**config.mk**
```make
export PLATFORM = sky130hd
export DESIGN_NAME = instr_sequencer
export DESIGN_NICKNAME = d
export VERILOG_FILES = /design/src/rtl/cpu_pkg.sv /design/src/rtl/instr_sequencer_next_pc.sv /design/src/rtl/instr_sequencer.sv
export SDC_FILE = /design/constraint.sdc
export NUM_CORES = 1
export LEC_CHECK = 0
export ABC_AREA = 1
export BUFFER_PORTS_ARGS = -buffer_cell sky130_fd_sc_hd__clkbuf_2
export CORE_ASPECT_RATIO = 0.8
export CORE_MARGIN = 5
export CORE_UTILIZATION = 45
export CTS_CLUSTER_DIAMETER = 80
export DETAILED_ROUTE_END_ITERATION = 12
export HOLD_SLACK_MARGIN = 0.03
export PLACE_DENSITY = 0.67
export SLEW_MARGIN = 10
export SYNTH_ARGS = -nofsm -noshare
export SYNTH_HDL_FRONTEND = slang
export SYNTH_SLANG_ARGS = --single-unit
export TNS_END_PERCENT = 50
```
**constraint.sdc**
```tcl
create_clock -name clk -period 2.7 [get_ports clk]
set_input_delay 0 -clock clk [delete_from_list [all_inputs] [get_ports clk]]
set_output_delay 0 -clock clk [all_outputs]
set_load 0.01 [all_outputs]
```
**src/rtl/cpu_pkg.sv**
```systemverilog
// Shared definitions for the 8-bit processor control path: opcodes, sequencer
// states and fault codes. Also imported by the per-instruction control decoder.
package cpu_pkg;

  localparam logic [3:0] OP_RTYPE = 4'b0000;
  localparam logic [3:0] OP_ADDI  = 4'b0100;
  localparam logic [3:0] OP_LW    = 4'b1011;
  localparam logic [3:0] OP_SW    = 4'b1111;
  localparam logic [3:0] OP_BEQ   = 4'b1000;
  localparam logic [3:0] OP_J     = 4'b0010;

  typedef enum logic [2:0] {
    ST_IDLE   = 3'd0,
    ST_FETCH  = 3'd1,
    ST_DECODE = 3'd2,
    ST_EXEC   = 3'd3,
    ST_MEM    = 3'd4,
    ST_WB     = 3'd5,
    ST_HALT   = 3'd6
  } seq_state_t;

  localparam logic [1:0] FAULT_NONE    = 2'b00;
  localparam logic [1:0] FAULT_ILLEGAL = 2'b01;
  localparam logic [1:0] FAULT_TIMEOUT = 2'b10;

  function automatic logic op_legal(input logic [3:0] op);
    case (op)
      OP_RTYPE, OP_ADDI, OP_LW, OP_SW, OP_BEQ, OP_J: op_legal = 1'b1;
      default:                                       op_legal = 1'b0;
    endcase
  endfunction

endpackage

```
**src/rtl/instr_sequencer_next_pc.sv**
```systemverilog
// Combinational next-PC candidates for the sequencer: sequential, beq and j.
// All arithmetic wraps modulo 256.
module seq_next_pc (
  input  logic [7:0] pc,
  input  logic [7:0] ir_lo,
  input  logic       zero,
  output logic [7:0] pc_inc,
  output logic [7:0] pc_branch,
  output logic [7:0] pc_jump
);

  logic [7:0] br_off;

  // imm6 is sign-extended so a negative offset wraps below the current pc.
  assign br_off    = {{2{ir_lo[5]}}, ir_lo[5:0]};
  assign pc_inc    = pc + 8'd1;
  assign pc_branch = zero ? (pc_inc + br_off) : pc_inc;
  assign pc_jump   = ir_lo;

endmodule

```
**src/rtl/instr_sequencer.sv**
```systemverilog
// Multi-cycle fetch/decode/execute sequencer owning pc and ir.
// Define SEQ_PERF_CNT_EN to add the retired/cycles performance counters.
module instr_sequencer
  import cpu_pkg::*;
#(
  parameter logic [7:0] PC_RESET    = 8'h00,
  parameter int         ACK_TIMEOUT = 15
) (
  input  logic        clk,
  input  logic        rst,
  input  logic        start,
  output logic        imem_req,
  output logic [7:0]  imem_addr,
  input  logic        imem_ack,
  input  logic [15:0] imem_rdata,
  output logic [15:0] ir,
  output logic        exec_en,
  output logic        dmem_req,
  output logic        dmem_we,
  input  logic        dmem_ack,
  output logic        rf_we,
  input  logic        zero,
  output logic [7:0]  pc,
  output logic        busy,
  output logic [1:0]  fault,
  output logic        halted,
`ifdef SEQ_PERF_CNT_EN
  output logic [15:0] retired,
  output logic [15:0] cycles,
`endif
  output seq_state_t  dbg_state
);

  // Handshake: a req is held high until the cycle its ack is seen; that cycle
  // completes the transfer and req drops on the next. An ack with no req is ignored.

  localparam logic [15:0] TO_LAST = (ACK_TIMEOUT == 0) ? 16'd0 : 16'(ACK_TIMEOUT - 1);

  seq_state_t  state;
  logic [15:0] tcnt;
  logic [3:0]  op;
  logic [7:0]  pc_inc, pc_branch, pc_jump;
  logic        timed_out;

  assign op        = ir[15:12];
  assign imem_addr = pc;
  assign dbg_state = state;
  assign timed_out = (ACK_TIMEOUT != 0) && (tcnt == TO_LAST);

  seq_next_pc u_next_pc (
    .pc        (pc),
    .ir_lo     (ir[7:0]),
    .zero      (zero),
    .pc_inc    (pc_inc),
    .pc_branch (pc_branch),
    .pc_jump   (pc_jump)
  );

  always_ff @(posedge clk or negedge rst) begin
    if (!rst) begin
      state    <= ST_IDLE;
      pc       <= PC_RESET;
      ir       <= 16'h0000;
      fault    <= FAULT_NONE;
      tcnt     <= 16'd0;
      imem_req <= 1'b0;
      exec_en  <= 1'b0;
      dmem_req <= 1'b0;
      dmem_we  <= 1'b0;
      rf_we    <= 1'b0;
      busy     <= 1'b0;
      halted   <= 1'b0;
    end else begin
      exec_en <= 1'b0;
      rf_we   <= 1'b0;
      case (state)
        ST_IDLE: begin
          if (start) begin
            state    <= ST_FETCH;
            imem_req <= 1'b1;
            busy     <= 1'b1;
          end
        end
        ST_FETCH: begin
          if (imem_ack) begin
            ir       <= imem_rdata;
            imem_req <= 1'b0;
            tcnt     <= 16'd0;
            state    <= ST_DECODE;
          end else if (timed_out) begin
            imem_req <= 1'b0;
            tcnt     <= 16'd0;
            fault    <= FAULT_TIMEOUT;
            state    <= ST_HALT;
            busy     <= 1'b0;
            halted   <= 1'b1;
          end else begin
            tcnt <= tcnt + 16'd1;
          end
        end
        ST_DECODE: begin
          if (!op_legal(op)) begin
            fault  <= FAULT_ILLEGAL;
            state  <= ST_HALT;
            busy   <= 1'b0;
            halted <= 1'b1;
          end else begin
            exec_en <= 1'b1;
            state   <= ST_EXEC;
          end
        end
        ST_EXEC: begin
          if (op == OP_LW || op == OP_SW) begin
            dmem_req <= 1'b1;
            dmem_we  <= (op == OP_SW);
            state    <= ST_MEM;
          end else if (op == OP_BEQ || op == OP_J) begin
            pc       <= (op == OP_BEQ) ? pc_branch : pc_jump;
            imem_req <= 1'b1;
            state    <= ST_FETCH;
          end else begin
            rf_we <= 1'b1;
            state <= ST_WB;
          end
        end
        ST_MEM: begin
          if (dmem_ack) begin
            dmem_req <= 1'b0;
            dmem_we  <= 1'b0;
            tcnt     <= 16'd0;
            if (op == OP_SW) begin
              pc       <= pc_inc;
              imem_req <= 1'b1;
              state    <= ST_FETCH;
            end else begin
              rf_we <= 1'b1;
              state <= ST_WB;
            end
          end else if (timed_out) begin
            dmem_req <= 1'b0;
            dmem_we  <= 1'b0;
            tcnt     <= 16'd0;
            fault    <= FAULT_TIMEOUT;
            state    <= ST_HALT;
            busy     <= 1'b0;
            halted   <= 1'b1;
          end else begin
            tcnt <= tcnt + 16'd1;
          end
        end
        ST_WB: begin
          pc       <= pc_inc;
          imem_req <= 1'b1;
          state    <= ST_FETCH;
        end
        ST_HALT: begin
          if (start) begin
            fault    <= FAULT_NONE;
            halted   <= 1'b0;
            busy     <= 1'b1;
            imem_req <= 1'b1;
            state    <= ST_FETCH;
          end
        end
        default: begin
          state <= ST_IDLE;
          busy  <= 1'b0;
        end
      endcase
    end
  end

`ifdef SEQ_PERF_CNT_EN
  logic retire;

  assign retire = (state == ST_WB) ||
                  (state == ST_MEM  && dmem_ack && op == OP_SW) ||
                  (state == ST_EXEC && (op == OP_BEQ || op == OP_J));

  // Both counters saturate and survive start; only reset clears them.
  always_ff @(posedge clk or negedge rst) begin
    if (!rst) begin
      retired <= 16'd0;
      cycles  <= 16'd0;
    end else begin
      if (retire && retired != 16'hFFFF) retired <= retired + 16'd1;
      if (busy && cycles != 16'hFFFF)    cycles  <= cycles + 16'd1;
    end
  end
`endif

endmodule
```
==> key figures, run 1 <==
Outcome
  – Status: finished clean

Placement
  – RePlAce Congestion: approximately 0.88
  – Number of port buffers: 65
  – Hpwl dp: ~6.1 mm
  – Area post-placement: roughly 3600 µm²

Worst setup path
  – WP data arrival: between 2 and 3 ns
  – Crit start category: register
  – Max incr delay on CP: roughly 0.43 ns
  – CP Class: register to register
  – Crit-path cells: ha_1, nand2_1, inv_1, nand4_1, xor2_2, inv_1, ha_1, a21oi_1, nand2_1, a21oi_1, inv_1, nand2_1, nand3_1, nand2_1, nand2_1, nand2_1, nand2_1
  – CP delay by family, top: simple AND/OR/NAND/NOR gates
  – CP endpoint kind: register
  – Crit-path most repeated cell: nand2_1
  – Crit Path Max Fanout: 5
  – WP data required: between 2 and 3 ns
  – R2r startpoint: imem_addr[0]
  – Crit-path slowest cell: dfrtp_1
  – Critical path buffers and inverters: 3
  – Worst setup path startpoint: imem_addr[0]

Die
  – Initial cell density of the core: about 47%
  – Die width: approximately 110 µm
  – # IOs: 66
  – Die ar.: between 9000 and 10000 µm²
  – # rows: 27
  – Die Y: between 80 and 90 µm
  – Total core area: slightly below 7000 µm²

Run
  – Maxcap violations: 0

Power and ir drop
  – Sw Pwr: about 2.2 mW
  – Gate power share: approximately 59%
  – Sw Share: about half
  – Power Dens Cells: 1140 nW/µm²
  – Worst vdd ir: between 600 and 700 µV
  – Internal: ~2.3 mW
  – Leakage: 2.07 nW
  – Seq pwr share: approximately 30%
  – Clock power share: a little over a tenth

Clocking
  – CTS tree: done
  – CTS root buf: clkbuf_8
  – Inserted Clock Buffers: 5
  – Clock-pin slew on the worst setup and hold paths: approximately 0.090 ns
  – Worst-skew pair later-pin latency: 0.30 ns
  – H-tree Lvls: 2
  – CTS Buffer Depth: 2
  – Clock sinks: between 50 and 60

Global routing
  – GRT overflow: 0
  – Initial antenna violation count: 0
  – Largest net degree at the start of global routing: 30
  – Tot GR Track Use: 18.2%
  – First-pass GRT wire length: 13.7 mm
  – Vias in the first global route: ~2900

Yosys
  – Flops & latches, synth: 52
  – Mapped cell area: around 3300 µm²
  – Total number of yosys warnings: 0
  – Syn Inst Count: around 420
  – Seq/Total Area, Yosys: between 30% and 40%
  – Mean area per synthesized cell: approximately 7.8 µm²
  – Mapped Nets: about 450
  – Unique masters post-synth: 38

Finish
  – Post-layout nets: roughly 530
  – Fraction of layout cells with a size suffix above 1: about 22%
  – P&R area growth vs syn: 19.8%
  – Post-route design area: ~4000 µm²
  – Fillcell total: between 600 and 700
  – # diodes: 0

Timing
  – Worst slew margin: approximately half
  – Slew @ Worst Pin: 0.758 ns
  – Fmax: about 410 MHz
  – Final Hold Slack: approximately 0.065 ns
  – Worst clock skew: around 0.0050 ns
  – Setup violations, final: 0
  – Hold Vio Cnt, Final: 0
  – Tmin final: around 2.4 ns
  – Fin. max-slew vios: 0
  – Final worst-path cycle share: between 80% and 90%

Drt
  – Drc violations: 0
  – First-pass DRT Iterations: 5
  – Routed wire length: between 8 and 9 mm
  – Via-per-instance ratio: just over 5
  – Initial DRC count: about 140
  – Routed WL per cell: between 10 and 15 µm
  – Vias post-DR: 2982
  – Detail Route Antenna Nets: 0

Worst hold path
  – Hold Crit Class: input port to register
  – HP Start: dmem_ack
==> timing repair <==
action,in CTS,in global routing
endpoints found under the hold margin,44,0
gates resized for setup,0,2
hold buffers,17,0
buffers inserted,0,0
endpoints found under the setup margin,0,1
==> cell type report <==
class	instances	area (µm²)	area share (%)
Clock buffer	8	90.1	2.31
Timing Repair Buffer	85	518	13.3
Tap cell	87	109	2.79
Inverter	60	225	5.77
Sequential cell	52	1300	33.4
Multi-Input combinational cell	293	1660	42.5
==> power groups by stage <==
stage	Sequential [mW]	Clock (mW)	Combinational, mW
2_1_floorplan	1.44	0	1.80
3_3_place_gp	1.36	0	2.55
3_5_place_dp	1.38	0	2.58
4_1_cts	1.36	0.483	2.61
5_1_grt	1.42	0.516	2.95
6_report	1.37	0.468	2.62
==> metal layers <==
metal	track usage, %	part of all wire [%]
met1	27.1	51
met2	27.5	43
met3	3.91	5.7
met4	3.14	0.64
met5	0	0
==> metrics by stage <==
step	util [%]	setup TNS [ns]	power [mW]	setup WS, ns	instances
2_1_floorplan	-	0	3.24	0.479	417
3_3_place_gp	52.2	0	3.90	0.406	560
3_5_place_dp	52.2	0	3.95	0.312	560
4_1_cts	55.9	0	4.45	0.289	585
5_1_grt	56.1	-0.000686	4.88	-0.000686	585
6_report	56.1	0	4.45	0.281	585
==> cell usage after synthesis <==
| cell type | count | area share [%] |
|---|---|---|
| a31oi_1 | 2 | 0.38 |
| buf_4 | 8 | 1.8 |
| nor2_1 | 29 | 3.3 |
| ha_1 | 11 | 4.2 |
| inv_2 | 5 | 0.58 |
| fa_1 | 1 | 0.61 |
| nand2_1 | 104 | 12 |
| mux2_2 | 13 | 4.5 |
| nand4_1 | 10 | 1.9 |
| nand2_8 | 1 | 0.61 |
| nor3_2 | 1 | 0.31 |
| nand3_1 | 27 | 4.2 |
| nand3_2 | 1 | 0.31 |
| inv_1 | 55 | 6.3 |
| xor2_1 | 6 | 1.6 |
| nor4_1 | 2 | 0.38 |
| a22oi_1 | 1 | 0.23 |
| o21ai_1 | 2 | 0.31 |
| o21ai_0 | 23 | 3.5 |
| o22ai_1 | 1 | 0.19 |
| dfrtp_1 | 52 | 40 |
| nand2_2 | 1 | 0.19 |
| a21o_1 | 1 | 0.23 |
| nor2_4 | 4 | 1.4 |
| o21a_1 | 2 | 0.46 |
| nor2_2 | 2 | 0.38 |
| o21ai_2 | 3 | 0.81 |
| nor3_1 | 6 | 0.92 |
| nand3_4 | 1 | 0.54 |
| o211ai_1 | 3 | 0.69 |
| nand2_4 | 2 | 0.69 |
| xnor2_1 | 2 | 0.54 |
| or2_4 | 1 | 0.27 |
| a2bb2oi_1 | 1 | 0.27 |
| a21oi_2 | 1 | 0.27 |
| buf_2 | 4 | 0.61 |
| a21oi_1 | 27 | 4.2 |
| nand3b_1 | 1 | 0.23 |
==> logic make-up after synthesis <==
kind of cell / Yosys count / synth area share [%]
and+or+nand+nor: 193 / 27.6
buffers and inverters: 72 / 9.38
AOI/OAI and AO/OA: 67 / 11.5
DFF: 52 / 40.0
muxes: 13 / 4.50
adders and majority gates: 12 / 4.84
xor gates and xnor gates: 8 / 2.15
==> sequential cells by signal (all words and copies together), names as in the netlist <==
register   count
busy           1
dbg_state      3
dmem_req       1
dmem_we        1
exec_en        1
fault          2
halted         1
imem_addr      8
imem_req       1
ir            16
rf_we          1
tcnt          16
==> final timing paths <==
| check | end | slack [ns] | depth (start not counted) |
|---|---|---|---|
| worst max-delay path | imem_addr[7] | 0.28 | 17 |
| worst min-delay path | rf_we | 0.06 | 3 |
| worst max register to register | imem_addr[7] | 0.28 | 17 |
| worst min register to register | fault[0] | 0.48 | 2 |
| max in group asynchronous | busy | 1.60 | 3 |
| min in group asynchronous | imem_addr[3] | 0.29 | 2 |
==> worst min-delay path, delay by kind of cell <==
kind,cells,cell delay (ns)
compound gates,1,0.10
buf+inv,1,0.11
simple gates,1,0.12
==> cells in the final DEF, fill, tap and decap left out, types with 10 or more instances in the layout <==
master,synthesis,layout
a21oi_1,27,27
o21ai_0,23,23
nand2_1,104,104
nor2_1,29,29
dfrtp_1,52,51
ha_1,11,11
nand3_1,27,27
dlygate4sd3_1,0,17
nand4_1,10,10
clkbuf_2,0,65
mux2_2,13,13
inv_1,55,55
Power figures use the tool's default switching activity.
==> run 2: changes to the inputs <==
--- a/config.mk
+++ b/config.mk
@@ -8,13 +8,12 @@
 export ABC_AREA = 1
 export BUFFER_PORTS_ARGS = -buffer_cell sky130_fd_sc_hd__clkbuf_2
 export CORE_ASPECT_RATIO = 0.8
-export CORE_MARGIN = 5
+export CORE_MARGIN = 2
 export CORE_UTILIZATION = 45
 export CTS_CLUSTER_DIAMETER = 80
 export DETAILED_ROUTE_END_ITERATION = 12
-export HOLD_SLACK_MARGIN = 0.03
+export HOLD_SLACK_MARGIN = 0.15
 export PLACE_DENSITY = 0.67
-export SLEW_MARGIN = 10
 export SYNTH_ARGS = -nofsm -noshare
 export SYNTH_HDL_FRONTEND = slang
 export SYNTH_SLANG_ARGS = --single-unit
==> run 2 against run 1 <==
Effect of this change: final area rose by 2.6%; global-route usage grew 3.3 points; clock power rose by 56%; clock skew up 0.0030 ns; final cell count rose by 0.68%; maximum frequency down 0.86%; combinational power barely moved; register-to-register slack lost 0.02 ns; sequential power about the same; first-iteration DRC count rose by 24%; critical path type unchanged; critical endpoint unchanged; largest cell class unchanged; largest power group unchanged; highest routed layer unchanged.
==> key figures, run 2 (synthesized netlist as in run 1, its figures left out) <==
Finish
  – Most frequent cells in the layout: 104 x nand2_1, 65 x clkbuf_2, 55 x inv_1
  – Fraction of layout cells with a size suffix above 1: 22.3% (-0.18 points)
  – Most common cell after layout, fill and taps aside: nand2_1
  – Post-layout nets: 535 (+0.75%)
  – # diodes: 0 (unchanged)
  – Multi-input logic area: 1650 µm² (-0.45%)
  – Fillcell total: 641 (-3.6%)
  – P&R area growth vs syn: 22.9%
  – Post-Layout Cell Count: 589 (+0.68%)
  – Reg area: 1300 µm² (about the same)

Placement
  – RePlAce Congestion: 0.889 (+1.1%)
  – Number of port buffers: 65 (unchanged)
  – Hpwl dp: 5.98 mm (-2.2%)
  – # placed instances: 560 (unchanged)

Timing
  – Worst clock skew: 0.00801 ns (+0.00298 ns)
  – Fin. max-slew vios: 0 (unchanged)
  – Unrepaired setup endpoints after global routing: no
  – Setup violations, final: 0 (unchanged)
  – Slew @ Worst Pin: 0.560 ns (-0.198 ns)
  – Tmin final: 2.44 ns (+0.0211 ns)
  – Fmax: 410 MHz (-0.86%)
  – Worst slew margin: 62.7% (+13 points)
  – Final worst-path cycle share: 90.4% (+0.78 points)
  – Hold Vio Cnt, Final: 0 (unchanged)
  – Total negative slack: 0 ns (unchanged)

Die
  – # rows: 27 (unchanged)
  – Total core area: 6960 µm² (unchanged)
  – Die ar.: 7940 µm² (-12%)
  – Die width: 99.1 µm (-5.7%)
  – # IOs: 66 (unchanged)
  – Initial cell density of the core: 46.8% (unchanged)
  – Die Y: 80.1 µm (-7.0%)

Clocking
  – H-tree Lvls: 2 (unchanged)
  – Post-CTS sizing: 0 (unchanged)
  – Clock-pin slew on the worst setup and hold paths: 0.09 ns (about the same)
  – CTS tree: done
  – CTS root buf: clkbuf_8
  – Clock sinks: 52 (unchanged)
  – Inserted Clock Buffers: 5 (unchanged)
  – CTS Buffer Depth: 2 (unchanged)
  – Worst-skew pair later-pin latency: 0.31 ns (about the same)

Global routing
  – Largest net degree at the start of global routing: 33 (+10%)
  – First-pass GRT wire length: 13.6 mm (-0.91%)
  – Initial antenna violation count: 0 (unchanged)
  – GRT overflow: 0 (unchanged)
  – Vias in the first global route: 2956 (+3.0%)
  – Tot GR Track Use: 21.4% (+3.3 points)

Worst hold path
  – Hold Crit Class: input port to async pin

Worst setup path
  – Crit start category: register
  – Crit Path Max Fanout: 5 (unchanged)
  – WP data arrival: 2.65 ns (+0.03 ns)
  – CP endpoint kind: register
  – CP Class: register to register
  – WP data required: 2.91 ns (about the same)

Power and ir drop
  – Worst vdd ir: 622 µV (-1.1%)
  – Leakage: 2.12 nW (+2.4%)
  – Power Dens Cells: 1180 nW/µm² (+3.2%)

Drt
  – Routed WL per cell: 13.6 µm (-0.88%)
  – Routed wire length: 8.00 mm (-0.20%)
  – Via-per-instance ratio: 5.15 (+0.99%)
  – Drc violations: 0 (unchanged)
  – Initial DRC count: 178 (+24%)
  – First-pass DRT Iterations: 4 (-1)
  – Detail Route Antenna Nets: 0 (unchanged)
  – Vias post-DR: 3032 (+1.7%)

Run
  – Maxcap violations: 0 (unchanged)

Outcome
  – Status: finished clean
run 2: worst paths after layout:
path / to / slack (ns) / cells past startpoint / startpoint
setup / recovery: imem_addr[7] / 0.26 / 19 / imem_addr[1]
hold / removal: imem_addr[6] / 0.21 / 2 / rst
setup reg to reg: imem_addr[7] / 0.26 / 19 / imem_addr[1]
hold reg to reg: fault[0] / 0.49 / 2 / fault[0]
max in group asynchronous: tcnt[4] / 1.68 / 3 / rst
min in group clk: ir[9] / 0.46 / 3 / imem_rdata[9]
run 2: final cells by class:
class / count / area share [%]
Tap cell: 87 / 2.72
Clock inverter: 3 / 2.25
Timing Repair Buffer: 89 / 13.9
Multi-Input combinational cell: 293 / 41.2
Inverter: 60 / 5.63
Sequential cell: 52 / 32.5
Clock buffer: 5 / 1.72
run 2: worst max-delay path: stages, from the launching register on:
cell     delay (ns)
dfrtp_1        0.44
ha_1           0.20
nand2_1        0.07
inv_1          0.10
nand4_1        0.10
xor2_1         0.24
inv_1          0.07
ha_1           0.32
nand2_1        0.10
inv_1          0.04
nand2_1        0.05
nand2_1        0.04
a21oi_1        0.16
inv_1          0.07
nand2_1        0.06
nand3_1        0.06
nand2_1        0.06
nand2_1        0.04
nand2_1        0.06
nand2_1        0.04
run 2: stage by stage:
| step | util, % | instance area (µm²) | total power, mW | setup slack, ns | hold WS, ns |
|---|---|---|---|---|---|
| 4_1_cts | 57.5 | 4000 | 4.73 | 0.286 | 0.230 |
| 6_report | 57.5 | 4000 | 4.71 | 0.260 | 0.212 |
| 2_1_floorplan | - | 3260 | 3.24 | 0.479 | -0.296 |
| 3_3_place_gp | 52.2 | 3630 | 3.89 | 0.414 | 0.0128 |
| 5_1_grt | 57.5 | 4000 | 5.14 | 0.0176 | 0.268 |
| 3_5_place_dp | 52.2 | 3630 | 3.95 | 0.334 | 0.0155 |
run 2: report_power, final:
group	switching, mW	internal [mW]	leakage, nW
combinational	1.60	1.02	1.39
clock	0.266	0.463	0.0784
sequential	0.297	1.06	0.653
total	2.16	2.55	2.12
run 2: what timing repair did:
item,in CTS,in global routing
buffers inserted,0,0
hold endpoints to repair,43,0
hold buffers,21,0
run 2: routing by layer:
metal | share of wire [%] | track usage, % | up-vias
met5 | 0 | 0 | -
met4 | 1.2 | 5.48 | 0
met3 | 7.5 | 4.00 | 8
met2 | 44 | 33.5 | 121
met1 | 48 | 30.9 | 1383
li1 | - | - | 1520
